==> config.mk <==
export PLATFORM = sky130hd
export DESIGN_NAME = serialize_output_flat
export DESIGN_NICKNAME = d
export VERILOG_FILES = /design/src/rtl/post_sparsity_pkg.sv /design/src/rtl/serialize_output_if.sv /design/src/rtl/lsb_index.sv /design/src/rtl/serialize_output.sv /design/src/flat_wrapper.sv
export SDC_FILE = /design/constraint.sdc
export NUM_CORES = 1
export LEC_CHECK = 0
export BUFFER_PORTS_ARGS = -buffer_cell sky130_fd_sc_hd__buf_2
export CAP_MARGIN = 20
export CORE_UTILIZATION = 49
export DETAILED_ROUTE_END_ITERATION = 8
export GPL_TIMING_DRIVEN = 0
export PLACE_DENSITY_LB_ADDON = 0.08
export SETUP_SLACK_MARGIN = 0.1
export SYNTH_ARGS = -nofsm -noshare
export SYNTH_HDL_FRONTEND = slang
export SYNTH_SLANG_ARGS = --single-unit
==> constraint.sdc <==
create_clock -name clk -period 8.02 [get_ports clk]
set_input_delay 0.802 -clock clk [delete_from_list [all_inputs] [get_ports clk]]
set_output_delay 0.802 -clock clk [all_outputs]
set_load 0.05 [all_outputs]
==> src/rtl/post_sparsity_pkg.sv <==
// ============================================================================
// Module   : post_sparsity_pkg
// Purpose  : Shared types and constants for the post-sparsity datapath.
// Revision : 1.0  initial release
// ============================================================================
`default_nettype none

package post_sparsity_pkg;

  localparam int IL   = 4;
  localparam int FL   = 16;
  localparam int N    = 16;
  localparam int IDXW = $clog2(N);

  typedef logic signed [IL+FL-1:0] fixed_t;

  typedef enum logic [1:0] {
    IDLE  = 2'b00,
    DRAIN = 2'b01
  } ser_state_t;

  function automatic logic [IDXW:0] popcount(input logic [N-1:0] m);
    logic [IDXW:0] c;
    c = '0;
    for (int k = 0; k < N; k++) begin
      c = c + {{IDXW{1'b0}}, m[k]};
    end
    return c;
  endfunction

endpackage

`default_nettype wire

==> src/rtl/serialize_output_if.sv <==
// ============================================================================
// Module   : serialize_output_if
// Purpose  : Sparse (index, value) stream with valid/ready handshake.
// Revision : 1.0  initial release
// ============================================================================
`default_nettype none

interface serialize_output_if;
  import post_sparsity_pkg::*;

  fixed_t          o_val;
  logic [IDXW-1:0] o_idx;
  logic            o_valid;
  logic            o_ready;
  logic            o_last;

  modport master (output o_val, output o_idx, output o_valid, output o_last, input o_ready);
  modport slave  (input o_val, input o_idx, input o_valid, input o_last, output o_ready);

endinterface

`default_nettype wire

==> src/rtl/lsb_index.sv <==
// ============================================================================
// Module   : lsb_index
// Purpose  : Lowest-set-bit priority encoder with any-set and single-set flags.
// Revision : 1.0  initial release
// ============================================================================
`default_nettype none

module lsb_index
  import post_sparsity_pkg::*;
(
  input  logic [N-1:0]    i_mask,
  output logic [IDXW-1:0] o_idx,
  output logic            o_any,
  output logic            o_single
);

  // Scan downward so the lowest set bit is the last (winning) assignment.
  always_comb begin
    o_idx = '0;
    for (int k = N - 1; k >= 0; k--) begin
      if (i_mask[k]) begin
        o_idx = IDXW'(k);
      end
    end
  end

  assign o_any    = |i_mask;
  assign o_single = o_any && ((i_mask & (i_mask - N'(1))) == '0);

endmodule

`default_nettype wire

==> src/rtl/serialize_output.sv <==
// ============================================================================
// Module   : serialize_output
// Purpose  : Captures a lane vector and streams its nonzero lanes, lowest first.
// Revision : 1.0  initial release
// ============================================================================
`default_nettype none

module serialize_output
  import post_sparsity_pkg::*;
(
  input  logic                     clk,
  input  logic                     reset,
  input  fixed_t                   i_im [N-1:0],
  input  logic                     output_ready,
  output logic                     output_taken,
  serialize_output_if.master       out_if,
  output logic                     o_all_zero,
  output logic [IDXW:0]            nnz,
  output logic [1:0]               state
);

  ser_state_t      r_state;
  fixed_t          r_buf [N-1:0];
  logic [N-1:0]    r_mask;
  logic            r_taken;
  logic            r_all_zero;
  logic [IDXW:0]   r_nnz;

  logic [N-1:0]    w_in_mask;
  logic [IDXW-1:0] w_idx;
  logic            w_any;
  logic            w_single;
  logic            w_valid;

  always_comb begin
    w_in_mask = '0;
    for (int k = 0; k < N; k++) begin
      w_in_mask[k] = (i_im[k] != '0);
    end
  end

  lsb_index u_lsb_index (
    .i_mask   (r_mask),
    .o_idx    (w_idx),
    .o_any    (w_any),
    .o_single (w_single)
  );

  assign w_valid = (r_state == DRAIN) && w_any;

  always_ff @(posedge clk) begin
    if (reset) begin
      r_state    <= IDLE;
      r_buf      <= '{default: '0};
      r_mask     <= '0;
      r_taken    <= 1'b0;
      r_all_zero <= 1'b0;
      r_nnz      <= '0;
    end else begin
      r_taken    <= 1'b0;
      r_all_zero <= 1'b0;
      case (r_state)
        IDLE: begin
          // r_taken gates out the still-held output_ready of the vector just taken.
          if (output_ready && !r_taken) begin
            r_buf   <= i_im;
            r_mask  <= w_in_mask;
            r_nnz   <= popcount(w_in_mask);
            r_taken <= 1'b1;
            if (w_in_mask != '0) begin
              r_state <= DRAIN;
            end else begin
              r_all_zero <= 1'b1;
            end
          end
        end
        DRAIN: begin
          if (!w_any) begin
            r_state <= IDLE;
          end else if (out_if.o_ready) begin
            r_mask[w_idx] <= 1'b0;
            if (w_single) begin
              r_state <= IDLE;
            end
          end
        end
        default: begin
          r_state <= IDLE;
          r_mask  <= '0;
        end
      endcase
    end
  end

  assign out_if.o_valid = w_valid;
  assign out_if.o_idx   = w_valid ? w_idx : '0;
  assign out_if.o_val   = w_valid ? r_buf[w_idx] : '0;
  assign out_if.o_last  = w_valid && w_single;

  assign output_taken = r_taken;
  assign o_all_zero   = r_all_zero;
  assign nnz          = r_nnz;
  assign state        = r_state;

endmodule

`default_nettype wire

==> src/flat_wrapper.sv <==
// flat-port wrapper written by rule: the top's interface ports become plain ports
module serialize_output_flat import post_sparsity_pkg::*;
  (clk, reset, i_im, output_ready, output_taken, o_all_zero, nnz, state, out_if_o_val, out_if_o_idx, out_if_o_valid, out_if_o_last, out_if_o_ready);
  serialize_output_if out_if_i ();
  input  logic clk;
  input  logic reset;
  input  fixed_t i_im[N-1:0];
  input  logic output_ready;
  output logic output_taken;
  output logic o_all_zero;
  output logic [IDXW:0] nnz;
  output logic [1:0] state;
  output wire logic [$bits(out_if_i.o_val)-1:0] out_if_o_val;
  output wire logic [$bits(out_if_i.o_idx)-1:0] out_if_o_idx;
  output wire logic [$bits(out_if_i.o_valid)-1:0] out_if_o_valid;
  output wire logic [$bits(out_if_i.o_last)-1:0] out_if_o_last;
  input wire logic [$bits(out_if_i.o_ready)-1:0] out_if_o_ready;
  assign out_if_o_val = out_if_i.o_val;
  assign out_if_o_idx = out_if_i.o_idx;
  assign out_if_o_valid = out_if_i.o_valid;
  assign out_if_o_last = out_if_i.o_last;
  assign out_if_i.o_ready = out_if_o_ready;
  serialize_output u_core (.clk(clk), .reset(reset), .i_im(i_im), .output_ready(output_ready), .output_taken(output_taken), .out_if(out_if_i), .o_all_zero(o_all_zero), .nnz(nnz), .state(state));
endmodule
==> summary.log, run 1 <==
INFO  run_status     run_status=finished clean
INFO  setup_path     worstRegToRegCells=8
INFO  final_layout   layout.cell_area.non_filler=19700um^2
INFO  final_layout   final_nets=2949
INFO  worst_hold_path hold_class=register to register
INFO  clock_tree     clk-insertion-delay-late=0.54ns
INFO  final_layout   final_layout_size_suffix_gt1_frac=0.177
INFO  floorplan      rows=65
INFO  drt            via_per_inst=6.09
INFO  power          worst_ir_drop_vdd=0.000154V
INFO  timing         post-route-min-period=5.61ns
INFO  setup_path     timing.critical_path.arrival=4.81ns
INFO  clock_tree     cts_root_buffer_type=clkbuf_16
INFO  yosys          synth.ff_latch_count=344
INFO  yosys          synth_enable_flop_cells=0
INFO  yosys          synthesis.instances=2210
INFO  timing         final.setup.worst_slack=2.41ns
INFO  yosys          yosys.cell_types.count=70
INFO  yosys          synth-main-ff-cell=dfxtp_1
INFO  clock_tree     clockBufferDepth=3
INFO  timing         timing.final.crit_share=0.700
INFO  placement      dp_hpwl=59600um
INFO  drt            route.final.wire_length=74800um
INFO  run            cap_violations=0
INFO  global_routing grt_start_max_net_pins=14
INFO  timing         fin_skew=0.0228ns
INFO  floorplan      floorplan.io_pins=359
INFO  timing         totalNegativeSetupSlack=0ns
INFO  yosys          synthesis.yosys.warnings=0
INFO  setup_path     timing_worst_setup_path_type=register to output pin
INFO  worst_hold_path min_to=u_core.nnz[4]$_SDFFE_PP0P_
INFO  placement      detailedPlace.worstSlack=2.52ns
INFO  floorplan      die_width=183um
INFO  yosys          yosysSeqAreaShare=0.429
INFO  setup_path     ff2ff_setup_slack=4.80ns
INFO  clock_tree     cts_bufs_inserted=38
INFO  global_routing number_of_global_route_vias_before_repair=17053
INFO  clock_tree     clock_tree.htree_level_count=2
INFO  floorplan      die_height=183um
INFO  drt            route.antenna.remaining_nets=0
INFO  power          power_per_cell_area=277nW/um^2
INFO  timing         unrepaired_setup_endpoints_after_global_routing=no
INFO  drt            firstDrtPassIters=7
INFO  floorplan      floorplan.initialDensity=0.504
INFO  worst_hold_path timing.hold.worst_path_depth=2
INFO  worst_hold_path hold_path_startpoint=u_core.nnz[4]$_SDFFE_PP0P_
INFO  setup_path     critical_path.max_fanout=10
INFO  timing         timing_max_transition_violations_final=0
INFO  timing         timing.fmax=0.178GHz
INFO  timing         timing.final.setup_violations=0
INFO  clock_tree     cts_post_setup_buffers_inserted=0
INFO  final_layout   syn2layout_area_growth=22.6%
INFO  clock_tree     clock-sinks=344
INFO  yosys          synthesis.area=16100um^2
INFO  drt            vias=18681
INFO  setup_path     endpoint_kind=output pin
INFO  clock_tree     cts_hold_buf=0
INFO  floorplan      floorplan_core_area=31900um^2
INFO  clock_tree     post_cts_clock_slew_at_the_launch_and_capture_registers_of_the_worst_setup_and_hold_paths=0.06ns
INFO  placement      place.gp.congestion=1.06
INFO  timing         worst_slew_pin_slew=1.41ns
INFO  final_layout   layout.filler_cells=3099
INFO  drt            drtIter0Drc=2370
INFO  setup_path     critical_path.reg2reg.endpoint=u_core.r_mask[11]$_SDFFE_PP0P_
INFO  final_layout   multi_input_area=8350um^2
INFO  power          power.leakage=7.92nW
INFO  final_layout   sequential_cell_area=6890um^2
INFO  setup_path     cp_data_required_time=7.22ns
INFO  floorplan      die_area=33500um^2
INFO  global_routing grt_overflow_total=0
INFO  drt            drt_drc_violations_left=0
INFO  timing         timing.final.hold_violations=0
INFO  power          power.total=5.45mW
INFO  yosys          ys_async_sr_fraction=0
INFO  global_routing grtUsageTotal=0.436
INFO  yosys          number_of_nets_produced_by_synthesis=2551
INFO  global_routing antenna_found_initial=0
INFO  timing         max-slew-margin-rel=0.0326
INFO  placement      place_area=18400um^2
INFO  global_routing wire_length_of_the_first_global_routing_pass=107000um
INFO  placement      place.port_buffers=356
INFO  setup_path     r2r-start=u_core.r_mask[12]$_SDFFE_PP0P_
INFO  clock_tree     tritoncts=yes
INFO  setup_path     launching_element_type_of_the_critical_path=register
INFO  clock_tree     post_cts.resized_instances=0
INFO  drt            post_drt_wl_per_cell=24.4um
INFO  yosys          postSynthAreaPerCell=7.27um^2
==> logic make-up after synthesis <==
logic type	Yosys count	synth area share
and+or+nand+nor	1018	0.269
AOI/OAI and AO/OA	604	0.218
DFF	344	0.429
buffers and inverters	202	0.0521
adders and majority gates	20	0.0198
muxes	19	0.0120
xor gates and xnor gates	2	0.00109
other	1	0.000233
==> worst max-delay path, cell delays in order (launching register included) <==
cell and delay (ns):
dfxtp_1 0.30, clkbuf_1 0.20, a221o_1 0.52, a21oi_4 0.57
buf_2 0.41, buf_2 0.36, nand2_1 0.09, a2111oi_0 1.17
and3_1 0.35, buf_2 0.28
==> cell usage after synthesis, drive strengths merged (3+ instances only) <==
cell,number,area [um^2]
nand2,747,2800
a21oi,423,2140
dfxtp,344,6890
clkbuf,128,480
nor4,90,584
nor2,78,300
o21ai,48,244
buf,37,215
inv,36,138
and3,32,200
nand3,24,125
a21o,19,143
nor3,19,95.1
mux2i,17,170
o221ai,14,123
o22ai,14,87.6
a211oi,12,90.1
a2111oi,11,96.3
fa,10,200
a31oi,9,56.3
a22oi,8,60.1
ha,7,87.6
o32ai,7,61.3
and2,6,37.5
o22a,6,52.6
a221oi,5,61.3
a22o,5,43.8
and4,4,35.0
a211o,3,26.3
a32o,3,30.0
maj3,3,30.0
nand2b,3,18.8
o211ai,3,22.5
o311ai,3,41.3
or4,3,30.0
==> area by class of cell <==
| type | instances | area share |
|---|---|---|
| Timing Repair Buffer | 358 | 0.0910 |
| Tap cell | 435 | 0.0276 |
| Buffer | 165 | 0.0353 |
| Sequential cell | 344 | 0.350 |
| Clock inverter | 13 | 0.0113 |
| Clock buffer | 52 | 0.0541 |
| Inverter | 37 | 0.00718 |
| Multi-Input combinational cell | 1664 | 0.424 |
| Antenna cell | 2 | 0.000254 |
==> registers in the layout, summed over array words and instances, names as in the netlist <==
signal and cells:
u_core.r_buf 320, u_core.r_mask 16, u_core.nnz 5, u_core.o_all_zero 1
u_core.output_taken 1, u_core.state 1
==> how the worst max path moves through the flow <==
stage / to / from
floorplan: u_core.nnz[1]$_SDFFE_PP0P_ / i_im[14]
global placement: u_core.nnz[4]$_SDFFE_PP0P_ / i_im[214]
detailed placement: u_core.nnz[4]$_SDFFE_PP0P_ / i_im[206]
CTS: out_if_o_val[13] / u_core.r_mask[12]$_SDFFE_PP0P_
global route: out_if_o_val[13] / u_core.r_mask[12]$_SDFFE_PP0P_
finish: out_if_o_val[13] / u_core.r_mask[12]$_SDFFE_PP0P_
==> where the power goes <==
part           switching, mW  total (mW)  internal (mW)  leakage, nW
registers              0.119        1.97           1.85         2.82
clock network          0.732        1.85           1.12        0.633
logic                   1.18        1.63          0.451         4.46
==> layout by cell type (no fill, tap or decap), types with 4 or more instances in the layout <==
cell type  count
inv_1         35
fa_1          10
a221oi_1       4
nor2_1        77
o21ai_1        4
bufinv_16      6
nor3_1        19
and2_1         4
a21oi_1      421
o22ai_1       14
and3_1        32
o221ai_1      14
a2111oi_0     11
ha_1           7
buf_6          4
clkinv_2       5
o32ai_1        7
clkbuf_1     137
o22a_1         6
clkbuf_8       4
nor4_1        88
clkbuf_16     39
buf_2        381
nand2_1      747
a22oi_1        8
a31oi_1        9
a22o_1         5
buf_1          4
dfxtp_1      344
o21ai_0       43
mux2i_1       17
nand3_1       23
a211oi_1      12
a21o_1        19
and4_1         4
buf_4          4
==> metrics by stage <==
stage	std cells	util	hold WS (ns)
finish	3070	0.618	0.451
global route	3068	0.618	0.468
CTS	3066	0.617	0.451
detailed placement	3001	0.577	0.443
global placement	3001	0.577	0.437
floorplan	2210	-	0.433
==> routing by layer <==
layer / up-vias / part of all wire / track usage
li1: 8397 / - / -
met1: 8788 / 0.39 / 0.569
met2: 1268 / 0.43 / 0.680
met3: 228 / 0.11 / 0.0800
met4: 0 / 0.063 / 0.246
met5: - / 0 / 0
Note: power is estimated with default switching activity, not from simulation.
==> run 2, diff against run 1 <==
- ABC_AREA: default -> 1
- clock period: 8.02 -> 5.9 ns (I/O delays scaled with it)
==> run 2 against run 1 <==
Net effect: power grew 56%; clock skew down 0.013 ns; non-clock buffer count rose by 38; clock power grew 38%; utilization decreased by 0.87 points; critical path depth is 9 higher; worst hold slack worse by 0.11 ns; sequential cell count stayed put; critical endpoint is now u_core.nnz[4]$_SDFFE_PP0P_.
==> summary.log, run 2 <==
INFO  yosys          postSynthAreaPerCell=6.89um^2
INFO  yosys          yosys.cell_types.count=37
INFO  power          power.total=8.48mW
INFO  clock_tree     clockBufferDepth=3
INFO  yosys          synth_top_area_cell=dfxtp_1
INFO  clock_tree     post_cts_clock_slew_at_the_launch_and_capture_registers_of_the_worst_setup_and_hold_paths=0.06ns
INFO  global_routing wire_length_of_the_first_global_routing_pass=108000um
INFO  yosys          ys_async_sr_fraction=0
INFO  final_layout   largest_register_ff_count=320
INFO  yosys          synthesis.yosys.warnings=0
INFO  timing         timing.fmax=0.188GHz
INFO  yosys          synthesis.area=17600um^2
INFO  clock_tree     cts_bufs_inserted=39
INFO  setup_path     timing.critical_path.arrival=5.71ns
INFO  timing         unrepaired_setup_endpoints_after_global_routing=no
INFO  drt            drtIter0Drc=2295
INFO  power          power_per_cell_area=399nW/um^2
INFO  setup_path     timing_worst_setup_path_type=input port to register
INFO  global_routing number_of_global_route_vias_before_repair=18496
INFO  floorplan      rows=68
INFO  clock_tree     cts_hold_buf=0
INFO  yosys          yosysSeqAreaShare=0.392
INFO  global_routing grt_start_max_net_pins=14
INFO  clock_tree     cts_root_buffer_type=clkbuf_16
INFO  timing         max-slew-margin-rel=0.287
INFO  clock_tree     post_cts.resized_instances=0
INFO  clock_tree     clock_tree.htree_level_count=2
INFO  final_layout   layout.filler_cells=3413
INFO  timing         timing.final.crit_share=0.901
INFO  placement      cell_count_post_placement=3359
INFO  setup_path     launching_element_type_of_the_critical_path=input port
INFO  timing         fin_skew=0.00995ns
INFO  global_routing antenna_found_initial=5
INFO  final_layout   layout.core_utilization=0.609
INFO  floorplan      die_height=191um
INFO  final_layout   most-common-layout-cells=inv_1, buf_2, dfxtp_1
INFO  placement      place.port_buffers=356
INFO  yosys          synth_enable_flop_cells=0
INFO  drt            post_drt_wl_per_cell=21.6um
INFO  power          worst_ir_drop_vdd=0.000234V
INFO  worst_hold_path hold_class=input port to register
INFO  floorplan      floorplan_core_area=34900um^2
INFO  global_routing grt_overflow_total=0
INFO  timing         post-route-min-period=5.31ns
INFO  run_status     run_status=finished clean
INFO  yosys          synth_commonest_cells=inv_1, dfxtp_1, a21oi_1
INFO  final_layout   final_common_cell=inv_1
INFO  setup_path     endpoint_kind=register
INFO  power          power.leakage=9.26nW
INFO  drt            vias=20156
INFO  clock_tree     clk-insertion-delay-late=0.54ns
INFO  floorplan      floorplan.io_pins=359
INFO  yosys          synthMostInstantiatedCell=inv_1
INFO  timing         fin_hold_ws=0.343ns
INFO  yosys          synth_largest_type_area_fraction=0.392
INFO  setup_path     critical_path.max_fanout=2
INFO  drt            via_per_inst=5.87
INFO  yosys          synth.ff_latch_count=344
INFO  final_layout   final_layout_size_suffix_gt1_frac=0.165
INFO  yosys          synthesis.instances=2548
INFO  placement      dp_hpwl=59200um
INFO  timing         worst_slew_pin_slew=1.07ns
INFO  floorplan      floorplan.initialDensity=0.503
INFO  yosys          number_of_nets_produced_by_synthesis=2889
INFO  drt            route.antenna.remaining_nets=0
INFO  yosys          synth-main-ff-cell=dfxtp_1
INFO  placement      place.gp.congestion=0.969
INFO  setup_path     cp_data_required_time=6.30ns
INFO  clock_tree     tritoncts=yes
INFO  yosys          ys_top_cells_by_area=dfxtp_1, a21oi_1, o21ai_0
INFO  drt            firstDrtPassIters=6
INFO  final_layout   post_layout_nonfiller_instances=3432
INFO  floorplan      die_width=191um
INFO  final_layout   syn2layout_area_growth=21.1%
INFO  run            cap_violations=0
INFO  clock_tree     cts_post_setup_buffers_inserted=0
INFO  timing         timing_max_transition_violations_final=0
INFO  floorplan      die_area=36600um^2
INFO  timing         timing.final.hold_violations=0
INFO  final_layout   final_nets=3286
INFO  clock_tree     clock-sinks=344
INFO  final_layout   max_flop_register=u_core.r_buf
INFO  drt            route.final.wire_length=74200um
INFO  drt            drt_drc_violations_left=0
INFO  timing         totalNegativeSetupSlack=0ns
INFO  timing         timing.final.setup_violations=0
INFO  global_routing grtUsageTotal=0.397
==> run 2: cell count changes in the layout (fill, tap and decap cells not counted), sizes merged, moves of 45 or more <==
cell,change
nand2,-523
nand4,+143
a21oi,-79
o21ai,+293
nand3b,+45
nand3,+243
inv,+390
==> run 2: metrics by stage <==
stage | worst slack [ns] | instance area, um^2
after floorplan | 1.35 | 17600
after global placement | -0.390 | 19900
after detailed placement | 0.0883 | 19900
after CTS | 0.621 | 21200
after global routing | 0.376 | 21200
final | 0.586 | 21300
==> run 2: area by class of cell <==
cell class                 instances  area [um^2]  share of cell area
multi-input combinational       1574         8220               0.387
sequential                       344         6890               0.324
timing repair buffer             356         1780              0.0838
inverter                         425         1600              0.0751
clock buffer                      51         1090              0.0513
buffer                           205          866              0.0407
tap                              455          569              0.0268
clock inverter                    19          236              0.0111
antenna                            3         7.51            0.000353
==> run 2: worst max-delay path, stage by stage <==
cell,delay [ns]
buf_2,0.12
nor4_1,0.43
nand4_1,0.17
nor4_2,0.80
inv_1,0.22
ha_1,0.35
fa_1,0.50
fa_1,0.44
fa_1,0.50
inv_1,0.05
fa_1,0.47
inv_1,0.06
fa_1,0.39
inv_1,0.10
fa_1,0.21
nor2_1,0.06
o21ai_0,0.17
a21oi_1,0.09
==> run 2: where the power goes <==
group          internal [mW]  switching [mW]
logic                  0.931            2.32
registers               2.59          0.0833
clock network           1.53            1.03
==> run 2: path summary, 6_finish.rpt <==
path / start / to / slack [ns] / cells after the start
setup / recovery: i_im[3] / u_core.nnz[4]$_SDFFE_PP0P_ / 0.59 / 18
hold / removal: i_im[113] / u_core.r_buf[113]$_SDFFE_PP0P_ / 0.34 / 3
setup reg to reg: u_core.state[0]$_SDFFE_PP0P_ / u_core.r_buf[80]$_SDFFE_PP0P_ / 3.10 / 6
hold reg to reg: u_core.r_buf[129]$_SDFFE_PP0P_ / u_core.r_buf[129]$_SDFFE_PP0P_ / 0.46 / 2
==> run 2: cells by family after synthesis <==
kind of cell | count (synthesis) | synth area share
flip-flops | 344 | 0.392
other | 1 | 0.000214
XOR/XNOR | 1 | 0.000499
AND/OR/NAND/NOR | 849 | 0.244
buffers and inverters | 630 | 0.140
AO/OA/AOI/OAI | 706 | 0.206
adder cells (fa/ha/maj) | 17 | 0.0164
==> run 2: metal layers <==
metal	track usage	part of all wire	vias up
li1	-	-	9387
met3	0.0777	0.12	161
met1	0.543	0.41	9404
met2	0.618	0.43	1204
met4	0.143	0.037	0
met5	0	0	-
==> run 3, diff against run 2 <==
- ABC_AREA: 1 -> default
- CTS_CLUSTER_SIZE: default -> 14
==> run 3 against run 2 <==
Net effect: clock skew up 0.010 ns; largest power group is now registers; global-route usage up 3.9 points; combinational power down 32%; die area down 8.4%; highest routed layer unchanged; largest cell class unchanged; clock-buffer cell count down 1; sequential cell count unchanged; via count down 7.3%.
==> summary.log, run 3 (same netlist as run 1, synthesis figures left out) <==
INFO  drt            drt_drc_violations_left=0
INFO  clock_tree     post_cts.resized_instances=0
INFO  timing         fin_skew=0.0203ns
INFO  timing         timing.final.crit_share=0.902
INFO  clock_tree     post_cts_clock_slew_at_the_launch_and_capture_registers_of_the_worst_setup_and_hold_paths=0.06ns
INFO  global_routing met1_track_utilization_from_global_routing=0.568
INFO  final_layout   layout.cell_area.non_filler=19600um^2
INFO  floorplan      die_height=183um
INFO  clock_tree     cts_hold_buf=0
INFO  final_layout   syn2layout_area_growth=21.9%
INFO  global_routing wire_length_of_the_first_global_routing_pass=107000um
INFO  final_layout   largest_register_ff_count=320
INFO  timing         timing.final.setup_violations=0
INFO  timing         totalNegativeSetupSlack=0ns
INFO  final_layout   final_layout_size_suffix_gt1_frac=0.176
INFO  setup_path     timing.critical_path.max_delay_family=compound AO/OA/AOI/OAI gates
INFO  timing         max-slew-margin-rel=0.109
INFO  clock_tree     cts_bufs_inserted=38
INFO  global_routing grt_start_max_net_pins=14
INFO  setup_path     launching_element_type_of_the_critical_path=register
INFO  final_layout   final_nets=2949
INFO  floorplan      floorplan.io_pins=359
INFO  global_routing gr-max-usage-layer=met2
INFO  setup_path     worst_path_most_repeated_cell=buf_2
INFO  setup_path     timing_worst_setup_path_type=register to output pin
INFO  setup_path     cp_data_required_time=5.31ns
INFO  placement      place_area=18400um^2
INFO  placement      dp_hpwl=59600um
INFO  clock_tree     clockBufferDepth=3
INFO  run_status     run_status=finished clean
INFO  worst_hold_path timing.hold.worst_path_depth=3
INFO  setup_path     endpoint_kind=output pin
INFO  power          power_per_cell_area=371nW/um^2
INFO  final_layout   final_common_cell=nand2_1
INFO  global_routing grtUsageTotal=0.436
INFO  global_routing number_of_global_route_vias_before_repair=16988
INFO  final_layout   insertedDiodeCount=0
INFO  setup_path     cells_traversed_along_the_worst_timing_path=clkbuf_1 -> a221o_1 -> a21oi_4 -> buf_2 -> buf_2 -> nand2_1 -> a2111oi_0 -> and3_1 -> buf_2
INFO  setup_path     timing.critical_path.slowest_stage_cell=a2111oi_0
INFO  setup_path     worstRegToRegCells=7
INFO  timing         unrepaired_setup_endpoints_after_global_routing=no
INFO  timing         worst_slew_pin_slew=1.30ns
INFO  setup_path     critical_path.max_fanout=10
INFO  floorplan      die_width=183um
INFO  timing         timing.final.hold_violations=0
INFO  setup_path     cp.buffers_inverters=4
INFO  global_routing antenna_found_initial=0
INFO  power          power.leakage=7.87nW
INFO  drt            route.antenna.remaining_nets=0
INFO  drt            drtIter0Drc=2409
INFO  drt            firstDrtPassIters=8
INFO  power          worst_ir_drop_vdd=0.000210V
INFO  floorplan      die_area=33500um^2
INFO  timing         timing.fmax=0.188GHz
INFO  drt            post_drt_wl_per_cell=24.4um
INFO  clock_tree     cts_post_setup_buffers_inserted=0
INFO  clock_tree     clock-sinks=344
INFO  clock_tree     cts_root_buffer_type=clkbuf_16
INFO  floorplan      floorplan.initialDensity=0.504
INFO  timing         post-route-min-period=5.32ns
INFO  final_layout   max_flop_register=u_core.r_buf
INFO  drt            vias=18675
INFO  clock_tree     clk-insertion-delay-late=0.54ns
INFO  setup_path     crit_cells=9
INFO  clock_tree     tritoncts=yes
INFO  setup_path     slowest_cell_delay_on_critical_path=1.08ns
INFO  drt            via_per_inst=6.09
INFO  placement      place.port_buffers=356
INFO  final_layout   most-common-layout-cells=nand2_1, a21oi_1, buf_2
INFO  worst_hold_path hold_class=input port to register
INFO  drt            route.final.wire_length=74800um
INFO  placement      place.gp.congestion=1.06
INFO  global_routing grtUsageMet3=0.0810
INFO  floorplan      floorplan_core_area=31900um^2
INFO  floorplan      rows=65
INFO  setup_path     timing.critical_path.arrival=4.73ns
INFO  global_routing grt_overflow_total=0
INFO  global_routing met2_usage=0.674
INFO  timing         timing_max_transition_violations_final=0
INFO  run            cap_violations=0
INFO  clock_tree     clock_tree.htree_level_count=2
[run 3: cell count changes in the layout (fill, tap and decap cells not counted), sizes merged, moves of 14 or more]
cell / change
nand2: +523
inv: -390
o21ai: -293
nand3: -243
nand4: -143
a21oi: +79
nand3b: -45
and3: +31
buf: -28
nor4: +26
a21o: +19
mux2i: +17
o221ai: +14
o22ai: +14
[run 3: metrics by stage]
step | setup WS [ns] | power [mW] | utilization | hold WS, ns | instances
2_1_floorplan | 1.43 | 3.91 | - | 0.433 | 2210
3_5_place_dp | 0.609 | 4.83 | 0.577 | 0.443 | 3001
5_1_grt | 0.699 | 7.44 | 0.615 | 0.310 | 3065
6_report | 0.579 | 7.26 | 0.615 | 0.301 | 3065
4_1_cts | 0.830 | 7.14 | 0.614 | 0.299 | 3063
3_3_place_gp | 0.760 | 4.81 | 0.577 | 0.437 | 3001
[run 3: tightest hold or removal path: cells and delay by family]
family	cells	cell delay (ns)
compound gates	1	0.05
buf+inv	1	0.10
simple gates	1	0.05
[run 3: cell type report]
class	instances	area, um^2
fill	3114	12300
multi-input combinational	1664	8350
sequential	344	6890
timing repair buffer	358	1790
clock buffer	50	1050
buffer	165	696
tap	435	544
clock inverter	12	143
inverter	37	141
[run 3: routing by layer]
layer	vias up	routed length (um)
met5	-	0
met4	0	5080
met3	247	8190
met2	1247	32200
met1	8785	29300
li1	8396	-
[run 3: final timing paths]
kind,end,from,slack [ns]
max,out_if_o_val[13],u_core.r_mask[12]$_SDFFE_PP0P_,0.58
min,u_core.r_buf[220]$_SDFFE_PP0P_,i_im[220],0.30
max reg2reg,u_core.r_buf[319]$_SDFFE_PP0P_,u_core.state[0]$_SDFFE_PP0P_,2.66
min reg2reg,u_core.nnz[4]$_SDFFE_PP0P_,u_core.nnz[4]$_SDFFE_PP0P_,0.45
[run 3: report_power, final]
| part | internal [mW] | total [mW] | switching (mW) |
|---|---|---|---|
| Clock | 1.38 | 2.37 | 0.990 |
| Sequential | 2.52 | 2.68 | 0.162 |
| Combinational | 0.614 | 2.22 | 1.60 |
